==> src/rtl/signal_control_unit.sv <==
// Trigger-driven signal override unit: a config-programmable one/two-stage trigger FSM
// that forces masked bits of a control bus for HOLD cycles. Optional macro: SCU_EVENT_CNT_EN.
module signal_control_unit #(
  parameter int OBS_W  = 5,
  parameter int CTRL_W = 8
) (
  input  logic              clk,
  input  logic              rst_n,
  input  logic [OBS_W-1:0]  observe_port,
  input  logic [CTRL_W-1:0] control_port_in,
  output logic [CTRL_W-1:0] control_port_out,
  input  logic              cfg_we,
  input  logic [3:0]        cfg_addr,
  input  logic [15:0]       cfg_wdata,
  output logic [1:0]        state,
`ifdef SCU_EVENT_CNT_EN
  output logic [15:0]       event_count,
`endif
  output logic              fire
);

  typedef enum logic [1:0] {
    S_IDLE   = 2'd0,
    S_WAIT0  = 2'd1,
    S_WAIT1  = 2'd2,
    S_ACTIVE = 2'd3
  } state_e;

  state_e            state_q, state_d;
  logic [15:0]       cnt_q, cnt_d;
  logic              fire_q, fire_d;
  logic              arm_q, two_stage_q;
  logic [OBS_W-1:0]  t0_mask_q, t0_val_q, t1_mask_q, t1_val_q;
  logic [15:0]       window_q, hold_q;
  logic [CTRL_W-1:0] ovr_mask_q, ovr_val_q;
  logic              t0_hit, t1_hit;

  always_ff @(posedge clk or negedge rst_n) begin
    if (!rst_n) begin
      arm_q       <= 1'b0;
      two_stage_q <= 1'b0;
      t0_mask_q   <= '0;
      t0_val_q    <= '0;
      t1_mask_q   <= '0;
      t1_val_q    <= '0;
      window_q    <= '0;
      hold_q      <= '0;
      ovr_mask_q  <= '0;
      ovr_val_q   <= '0;
    end else if (cfg_we) begin
      case (cfg_addr)
        4'd0: begin
          arm_q       <= cfg_wdata[0];
          two_stage_q <= cfg_wdata[1];
        end
        4'd1: t0_mask_q  <= OBS_W'(cfg_wdata);
        4'd2: t0_val_q   <= OBS_W'(cfg_wdata);
        4'd3: t1_mask_q  <= OBS_W'(cfg_wdata);
        4'd4: t1_val_q   <= OBS_W'(cfg_wdata);
        4'd5: window_q   <= cfg_wdata;
        4'd6: hold_q     <= cfg_wdata;
        4'd7: ovr_mask_q <= CTRL_W'(cfg_wdata);
        4'd8: ovr_val_q  <= CTRL_W'(cfg_wdata);
        default: ;
      endcase
    end
  end

  assign t0_hit = (t0_mask_q != '0) && ((observe_port & t0_mask_q) == (t0_val_q & t0_mask_q));
  assign t1_hit = (t1_mask_q != '0) && ((observe_port & t1_mask_q) == (t1_val_q & t1_mask_q));

  // In ACTIVE, cnt==0 can only come from HOLD==0 at entry (the countdown leaves at 1),
  // so it doubles as the "hold until disarm" marker.
  always_comb begin
    state_d = state_q;
    cnt_d   = cnt_q;
    if (!arm_q) begin
      state_d = S_IDLE;
    end else begin
      case (state_q)
        S_IDLE: state_d = S_WAIT0;
        S_WAIT0: begin
          if (t0_hit) begin
            if (two_stage_q) begin
              state_d = S_WAIT1;
              cnt_d   = window_q;
            end else begin
              state_d = S_ACTIVE;
              cnt_d   = hold_q;
            end
          end
        end
        S_WAIT1: begin
          if (t1_hit) begin
            state_d = S_ACTIVE;
            cnt_d   = hold_q;
          end else if (cnt_q == '0) begin
            state_d = S_WAIT0;
          end else begin
            cnt_d = cnt_q - 16'd1;
          end
        end
        S_ACTIVE: begin
          if (cnt_q == 16'd1) begin
            state_d = S_WAIT0;
          end else if (cnt_q != '0) begin
            cnt_d = cnt_q - 16'd1;
          end
        end
        default: state_d = S_IDLE;
      endcase
    end
    fire_d = (state_d == S_ACTIVE) && (state_q != S_ACTIVE);
  end

  always_ff @(posedge clk or negedge rst_n) begin
    if (!rst_n) begin
      state_q <= S_IDLE;
      cnt_q   <= '0;
      fire_q  <= 1'b0;
    end else begin
      state_q <= state_d;
      cnt_q   <= cnt_d;
      fire_q  <= fire_d;
    end
  end

`ifdef SCU_EVENT_CNT_EN
  logic [15:0] evt_q;

  always_ff @(posedge clk or negedge rst_n) begin
    if (!rst_n) begin
      evt_q <= '0;
    end else if (cfg_we && (cfg_addr == 4'd9)) begin
      evt_q <= '0;
    end else if (fire_d && (evt_q != '1)) begin
      evt_q <= evt_q + 16'd1;
    end
  end

  assign event_count = evt_q;
`endif

  assign state            = state_q;
  assign fire             = fire_q;
  assign control_port_out = (state_q == S_ACTIVE)
                          ? ((control_port_in & ~ovr_mask_q) | (ovr_val_q & ovr_mask_q))
                          : control_port_in;

endmodule

==> config.mk <==
export PLATFORM = sky130hd
export DESIGN_NAME = signal_control_unit
export DESIGN_NICKNAME = d
export VERILOG_FILES = /design/src/rtl/signal_control_unit.sv
export SDC_FILE = /design/constraint.sdc
export NUM_CORES = 1
export LEC_CHECK = 0
export CAP_MARGIN = 20
export CORE_MARGIN = 3
export CORE_UTILIZATION = 35
export CTS_CLUSTER_SIZE = 16
export DETAILED_ROUTE_END_ITERATION = 7
export GPL_ROUTABILITY_DRIVEN = 1
export PLACE_DENSITY = 0.53
export SLEW_MARGIN = 5
export SYNTH_ARGS = -nofsm -noshare
export SYNTH_HDL_FRONTEND = slang
export SYNTH_SLANG_ARGS = --single-unit
==> constraint.sdc <==
create_clock -name clk -period 2.5 [get_ports clk]
set_clock_uncertainty 0.2 [all_clocks]
set_input_delay 0.5 -clock clk [delete_from_list [all_inputs] [get_ports clk]]
set_output_delay 0.5 -clock clk [all_outputs]
set_load 0.02 [all_outputs]
==> flow_summary.toml, run 1 <==
[place]
gp_congestion = 0.8131
post_dp_cell_area_mm2 = 0.005434
dp_hpwl_um = 7710
numPortBuffers = 46

[run]
drv_cap = 0

[power]
p_leak_nw = 2.492
p_per_area_mw_per_mm2 = 914.7
ir_drop_mv = 0.3999

[sta]
fin_crit_sh = 0.9586
fin_hold_ws_ns = 0.2847
worstMarginPinSlew_ns = 0.5847
fin_crit_ns = 2.397
rsz0062_at_grt = "false"
drv_slew = 0
hold_viol_final = 0
slew_headroom = 0.6102
finalSetupViolations = 0
fmax_mhz = 417.3

[worst_setup_path]
arrival_ns = 2.42
start_kind = "register"
endpoint_kind = "register"
required_ns = 2.52
criticalPathCategory = "reg -> reg"
crit_fanout = 11

[cts]
clkLatencyLatePin_ns = 0.33
cts_root_buf = "clkbuf_16"
cts.clk_slew.worst_paths_ns = 0.06
cts.sinks = 89
cts_tree = "done"
cts_max_level = 3
cts_buffer_depth = 2
cts_buffers = 9

[yosys]
ys.flop_type = "dfrtp_1"
yosysWarnings = 0
synthArstFlopShare = 1.000
syn_area_mm2 = 0.004492
avgSynthCellArea_um2 = 11.79
synth_edf_count = 0
synth_nets = 420
syn_inst = 381
ys_ff_latch = 89
seq_area_frac_synth = 0.4958
synth_cell_type_count = 52

[grt]
met3_usage = 0.01804
grt_use_met2 = 0.2536
grt_overflow = 0
grt_use_total = 0.1618
grt_pass1_vias = 3533
grt_pass1_wl_um = 18340
busiest_layer = "met2"
use_met1 = 0.2285
antenna_found_initial = 0
grt_max_degree = 39

[floorplan]
start_util = 0.3663
fp.dieW_um = 119.3
die_h_um = 119.3
ios = 47
die-area_mm2 = 0.01423
rows = 40
coreArea_mm2 = 0.01226

[detailed_routing]
ant_nets = 0
drtPass1Iterations = 4
drc = 0
wirelength_um = 10880
wl_per_cell_um = 16.99
routed_via_density = 5.184
drtIter0Drc = 131
vias = 3318

[final_layout]
layout_commonest_cell = "dfrtp_1"
syn2layout_area_growth_pct = 30.06
diodes = 0
n_fill_cell = 1114
drive_above_1_share = 0.3242
fin_nets = 506
final_area_mm2 = 0.005842
final_cell_mix = "dfrtp_1, mux2_2, buf_4"

[hold_path]
hold_class = "reg -> reg"

[status]
status = "complete, no violations"
==> cell families after synthesis <==
group                    after synthesis  synth area share
AND/OR/NAND/NOR                       94            0.1159
flip-flops                            89            0.4958
multiplexers                          88            0.2173
AO/OA/AOI/OAI                         76            0.1217
buffers and inverters                 21           0.02145
XOR/XNOR                              10           0.01950
adder cells (fa/ha/maj)                3          0.008357
==> synth_stat cells (all sizes together) (4+ instances only) <==
| library cell | count | area, um^2 |
|---|---|---|
| nand2b | 4 | 25.02 |
| o21ai | 22 | 110.1 |
| a32o | 4 | 40.04 |
| and2 | 4 | 25.02 |
| a31oi | 7 | 43.79 |
| clkbuf | 8 | 30.03 |
| a22o | 7 | 61.31 |
| xor2 | 10 | 87.58 |
| a211oi | 6 | 45.04 |
| buf | 5 | 36.28 |
| nor3 | 12 | 70.07 |
| nor2 | 18 | 67.56 |
| nor4 | 5 | 31.28 |
| a21oi | 6 | 30.03 |
| nor2b | 6 | 37.54 |
| mux2i | 12 | 120.1 |
| inv | 7 | 26.28 |
| nand2 | 27 | 101.4 |
| dfrtp | 89 | 2227 |
| nand3b | 5 | 37.54 |
| mux2 | 76 | 855.8 |
==> metrics by stage <==
step | total power, mW | util | setup TNS (ns) | std cells | setup WS, ns
2_1_floorplan | 3.176 | - | 0 | 381 | 0.1963
3_5_place_dp | 3.837 | 0.4432 | -5.305 | 620 | -0.3864
3_3_place_gp | 3.795 | 0.4432 | -4.884 | 620 | -0.3521
4_1_cts | 5.328 | 0.4713 | 0 | 638 | 0.02879
6_report | 5.344 | 0.4764 | 0 | 640 | 0.1034
5_1_grt | 5.694 | 0.4764 | 0 | 640 | 0.007006
==> worst max-delay path, cell delays in order, from the launching register on <==
cell,delay [ns]
dfrtp_1,0.41
or3_1,0.41
nor4b_4,0.26
buf_4,0.19
nand4_4,0.11
o211a_4,0.34
buf_4,0.15
a32o_1,0.21
==> registers in the layout, summed over array words and instances (netlist names) <==
| signal | count |
|---|---|
| t0_val_q | 5 |
| ovr_val_q | 8 |
| t1_val_q | 5 |
| ovr_mask_q | 8 |
| arm_q | 1 |
| window_q | 16 |
| fire | 1 |
| t0_mask_q | 5 |
| hold_q | 16 |
| cnt_q | 16 |
| state | 2 |
| t1_mask_q | 5 |
| two_stage_q | 1 |
==> where the power goes <==
part / switching [mW] / internal, mW
Clock: 0.540 / 0.912
Sequential: 0.313 / 1.83
Combinational: 0.838 / 0.906
==> final cells by class <==
type / instances / area [um^2] / share of cell area
clock buffers: 15 / 297.8 / 0.05097
well taps: 168 / 210.2 / 0.03598
multi-input cells: 272 / 2236 / 0.3827
flip-flops and latches: 89 / 2227 / 0.3812
clock inverters: 1 / 30.03 / 0.005140
inverters: 8 / 30.03 / 0.005140
repair buffers: 87 / 810.8 / 0.1388
==> worst paths after layout <==
| path | start | end | slack [ns] | depth (start not counted) |
|---|---|---|---|---|
| setup reg to reg | cnt_q[4] | cnt_q[6] | 0.10 | 7 |
| hold / removal | cnt_q[5] | cnt_q[5] | 0.28 | 1 |
| min in group asynchronous | rst_n | fire | 0.48 | 2 |
| max in group asynchronous | rst_n | t1_val_q[1] | 1.01 | 3 |
| hold reg to reg | cnt_q[5] | cnt_q[5] | 0.28 | 1 |
| setup / recovery | cnt_q[4] | cnt_q[6] | 0.10 | 7 |
==> per-layer routing <==
metal  part of all wire  wire, um  up-vias
met5                  0         0        -
met3              0.026       282       14
met2               0.47      5117       46
met4              0.016       177        0
met1               0.49      5297     1671
li1                   -         -     1587
==> what timing repair did <==
item / CTS / global route
setup endpoints to repair: 11 / 15
buffers inserted: 0 / 2
hold buffers: 1 / 0
pin swaps: 1 / 6
hold endpoints to repair: 35 / 0
resized for setup: 10 / 12
gates cloned: 1 / 0
Power figures use the tool's default switching activity.
==> run 2, diff against run 1 <==
Settings changed: ABC_AREA set to 1, CORE_UTILIZATION 35 to 50, PLACE_DENSITY 0.53 to 0.7.
==> run 2 against run 1 <==
Net effect:
- synthesized cell count rose by 78%
- power is 6.0% lower
- largest cell class unchanged
- largest power group unchanged
- via count grew 33%
- utilization grew 14 points
- combinational power is 9.8% higher
- critical endpoint is now control_port_out[2]
- clock power is 31% lower
- non-clock buffer count down 19
- sequential share of layout area hardly changed
- area after synthesis is 9.8% higher
==> flow_summary.toml, run 2 <==
[status]
status = "complete, no violations"

[hold_path]
hold_depth = 2
hold_class = "reg -> reg"

[sta]
worstMarginPinSlew_ns = 0.5643
drv_slew = 0
fin_crit_ns = 2.413
fmax_mhz = 414.4
finalSetupTns_ns = 0
fin_crit_sh = 0.9653
slew_headroom = 0.6234
hold_viol_final = 0
rsz0062_at_grt = "false"
finalSetupViolations = 0

[cts]
cts_tree = "done"
cts.clk_slew.worst_paths_ns = 0.09
cts_buffer_depth = 2
cts.sinks = 89
cts_max_level = 3
cts_root_buf = "clkbuf_8"
cts_buffers = 9
cts_setup_buffers = 0
clkLatencyLatePin_ns = 0.36

[yosys]
synth_common_cells = "nand2_1, dfrtp_1, o21ai_0, inv_1, nor2_1"
ys.flop_type = "dfrtp_1"
synth_area_leaders = "dfrtp_1, nand2_1, o21ai_0"
syn_area_mm2 = 0.004932
yosysMostFrequentCell = "nand2_1"
yosysTopAreaCellShare = 0.4515
synth_nets = 719
synth_edf_count = 0
yosysWarnings = 0
syn_inst = 680
yosysTopAreaCell = "dfrtp_1"
synthArstFlopShare = 1.000
avgSynthCellArea_um2 = 7.253
seq_area_frac_synth = 0.4515
synth_cell_type_count = 31
ys_ff_latch = 89

[place]
gp_congestion = 0.8395
dp_hpwl_um = 8651
numPortBuffers = 46

[detailed_routing]
ant_nets = 0
drtIter0Drc = 262
vias = 4402
drtPass1Iterations = 5
routed_via_density = 5.054
wl_per_cell_um = 13.48
drc = 0
wirelength_um = 11740

[final_layout]
fin_nets = 776
reg_top3 = "cnt_q: 16 flops, hold_q: 16 flops, window_q: 16 flops"
final_cell_mix = "nand2_1, dfrtp_1, o21ai_0"
multiInputGateArea_mm2 = 0.002308
seq_area_mm2 = 0.002227
drive_above_1_share = 0.09030
syn2layout_area_growth_pct = 18.34
layout_commonest_cell = "nand2_1"
diodes = 0
n_fill_cell = 882

[power]
ir_drop_mv = 0.4733
finalPower_mw = 5.020
p_per_area_mw_per_mm2 = 860.1
p_leak_nw = 2.928

[grt]
grt_pass1_wl_um = 20150
grt_pass1_vias = 4174
grt_use_total = 0.2234
grt_overflow = 0
antenna_found_initial = 0
grt_max_degree = 35

[worst_setup_path]
arrival_ns = 1.71
criticalPathCategory = "reg -> out"
ff2ff_path_depth = 10
endpoint_kind = "output pin"
required_ns = 1.80
crit_fanout = 9
start_kind = "register"

[floorplan]
rows = 35
start_util = 0.5239
ios = 47
die_h_um = 105.3
coreArea_mm2 = 0.009415
die-area_mm2 = 0.01109
fp.dieW_um = 105.3

[run]
drv_cap = 0
==> run 2: cell count changes in the layout (fill, tap and decap cells not counted), moves of 18 or more <==
cell,before,now
nand2_1,27,237
o21ai_0,19,88
nor2_1,17,59
mux2_2,76,8
inv_1,7,71
nand3_1,2,44
buf_4,37,19
==> run 2: per-layer routing <==
metal	vias up	track usage	wire, um
met5	-	0	0
met4	0	0.04873	99
met3	10	0.03613	515
met2	99	0.3552	5289
met1	2037	0.3229	5838
li1	2256	-	-
==> run 2: path summary, 6_finish.rpt <==
check / from / end / slack (ns)
worst max-delay path: state[1] / control_port_out[2] / 0.09
worst min-delay path: hold_q[15] / hold_q[15] / 0.29
worst max register to register: state[1] / cnt_q[2] / 0.48
worst min register to register: hold_q[15] / hold_q[15] / 0.29
max in group asynchronous: rst_n / window_q[6] / 0.99
min in group asynchronous: rst_n / t1_val_q[2] / 0.42
==> run 2: where the power goes <==
part	internal [mW]	leakage, nW	switching, mW	total [mW]
combinational	0.753	1.70	1.16	1.91
sequential	1.79	1.13	0.320	2.11
clock	0.493	0.0970	0.510	1.00
==> run 2: layout make-up <==
| cell class | instances | area share |
|---|---|---|
| Clock buffer | 12 | 0.02487 |
| Clock inverter | 4 | 0.008789 |
| Inverter | 75 | 0.04866 |
| Multi-Input combinational cell | 494 | 0.3955 |
| Sequential cell | 89 | 0.3816 |
| Tap cell | 129 | 0.02765 |
| Timing Repair Buffer | 68 | 0.1130 |
==> run 2: repair_timing <==
action	4_1_cts	5_1_grt
hold buffers	1	0
gates resized for setup	9	6
hold endpoints to repair	32	0
endpoints found under the setup margin	8	8
==> run 2: worst max-delay path, cell delays in order, from the launching register on <==
cell	delay, ns
dfrtp_1	0.41
nand2_4	0.14
inv_4	0.09
nand2_1	0.08
mux2_2	0.32
dlygate4sd2_1	0.32
==> run 2: cells by family (layout without fill, tap and decap cells) <==
| logic type | after synthesis | after routing | synth area share |
|---|---|---|---|
| AOI/OAI and AO/OA | 107 | 107 | 0.1144 |
| xor gates and xnor gates | 11 | 11 | 0.01953 |
| adders and majority gates | 3 | 3 | 0.007611 |
| buffers and inverters | 97 | 159 | 0.08143 |
| DFF | 89 | 89 | 0.4515 |
| muxes | 8 | 8 | 0.01827 |
| and+or+nand+nor | 365 | 365 | 0.3072 |
==> run 2: per-stage QoR <==
step	worst slack, ns	hold WS, ns	cell area [um^2]	util	cells
floorplan	0.3711	0.004409	4932	-	680
global placement	0.09270	0.2647	5627	0.5976	854
detailed placement	0.05647	0.2731	5627	0.5976	854
CTS	0.03560	0.2922	5828	0.6190	871
global route	0.02438	0.3219	5837	0.6199	871
finish	0.08668	0.2899	5837	0.6199	871
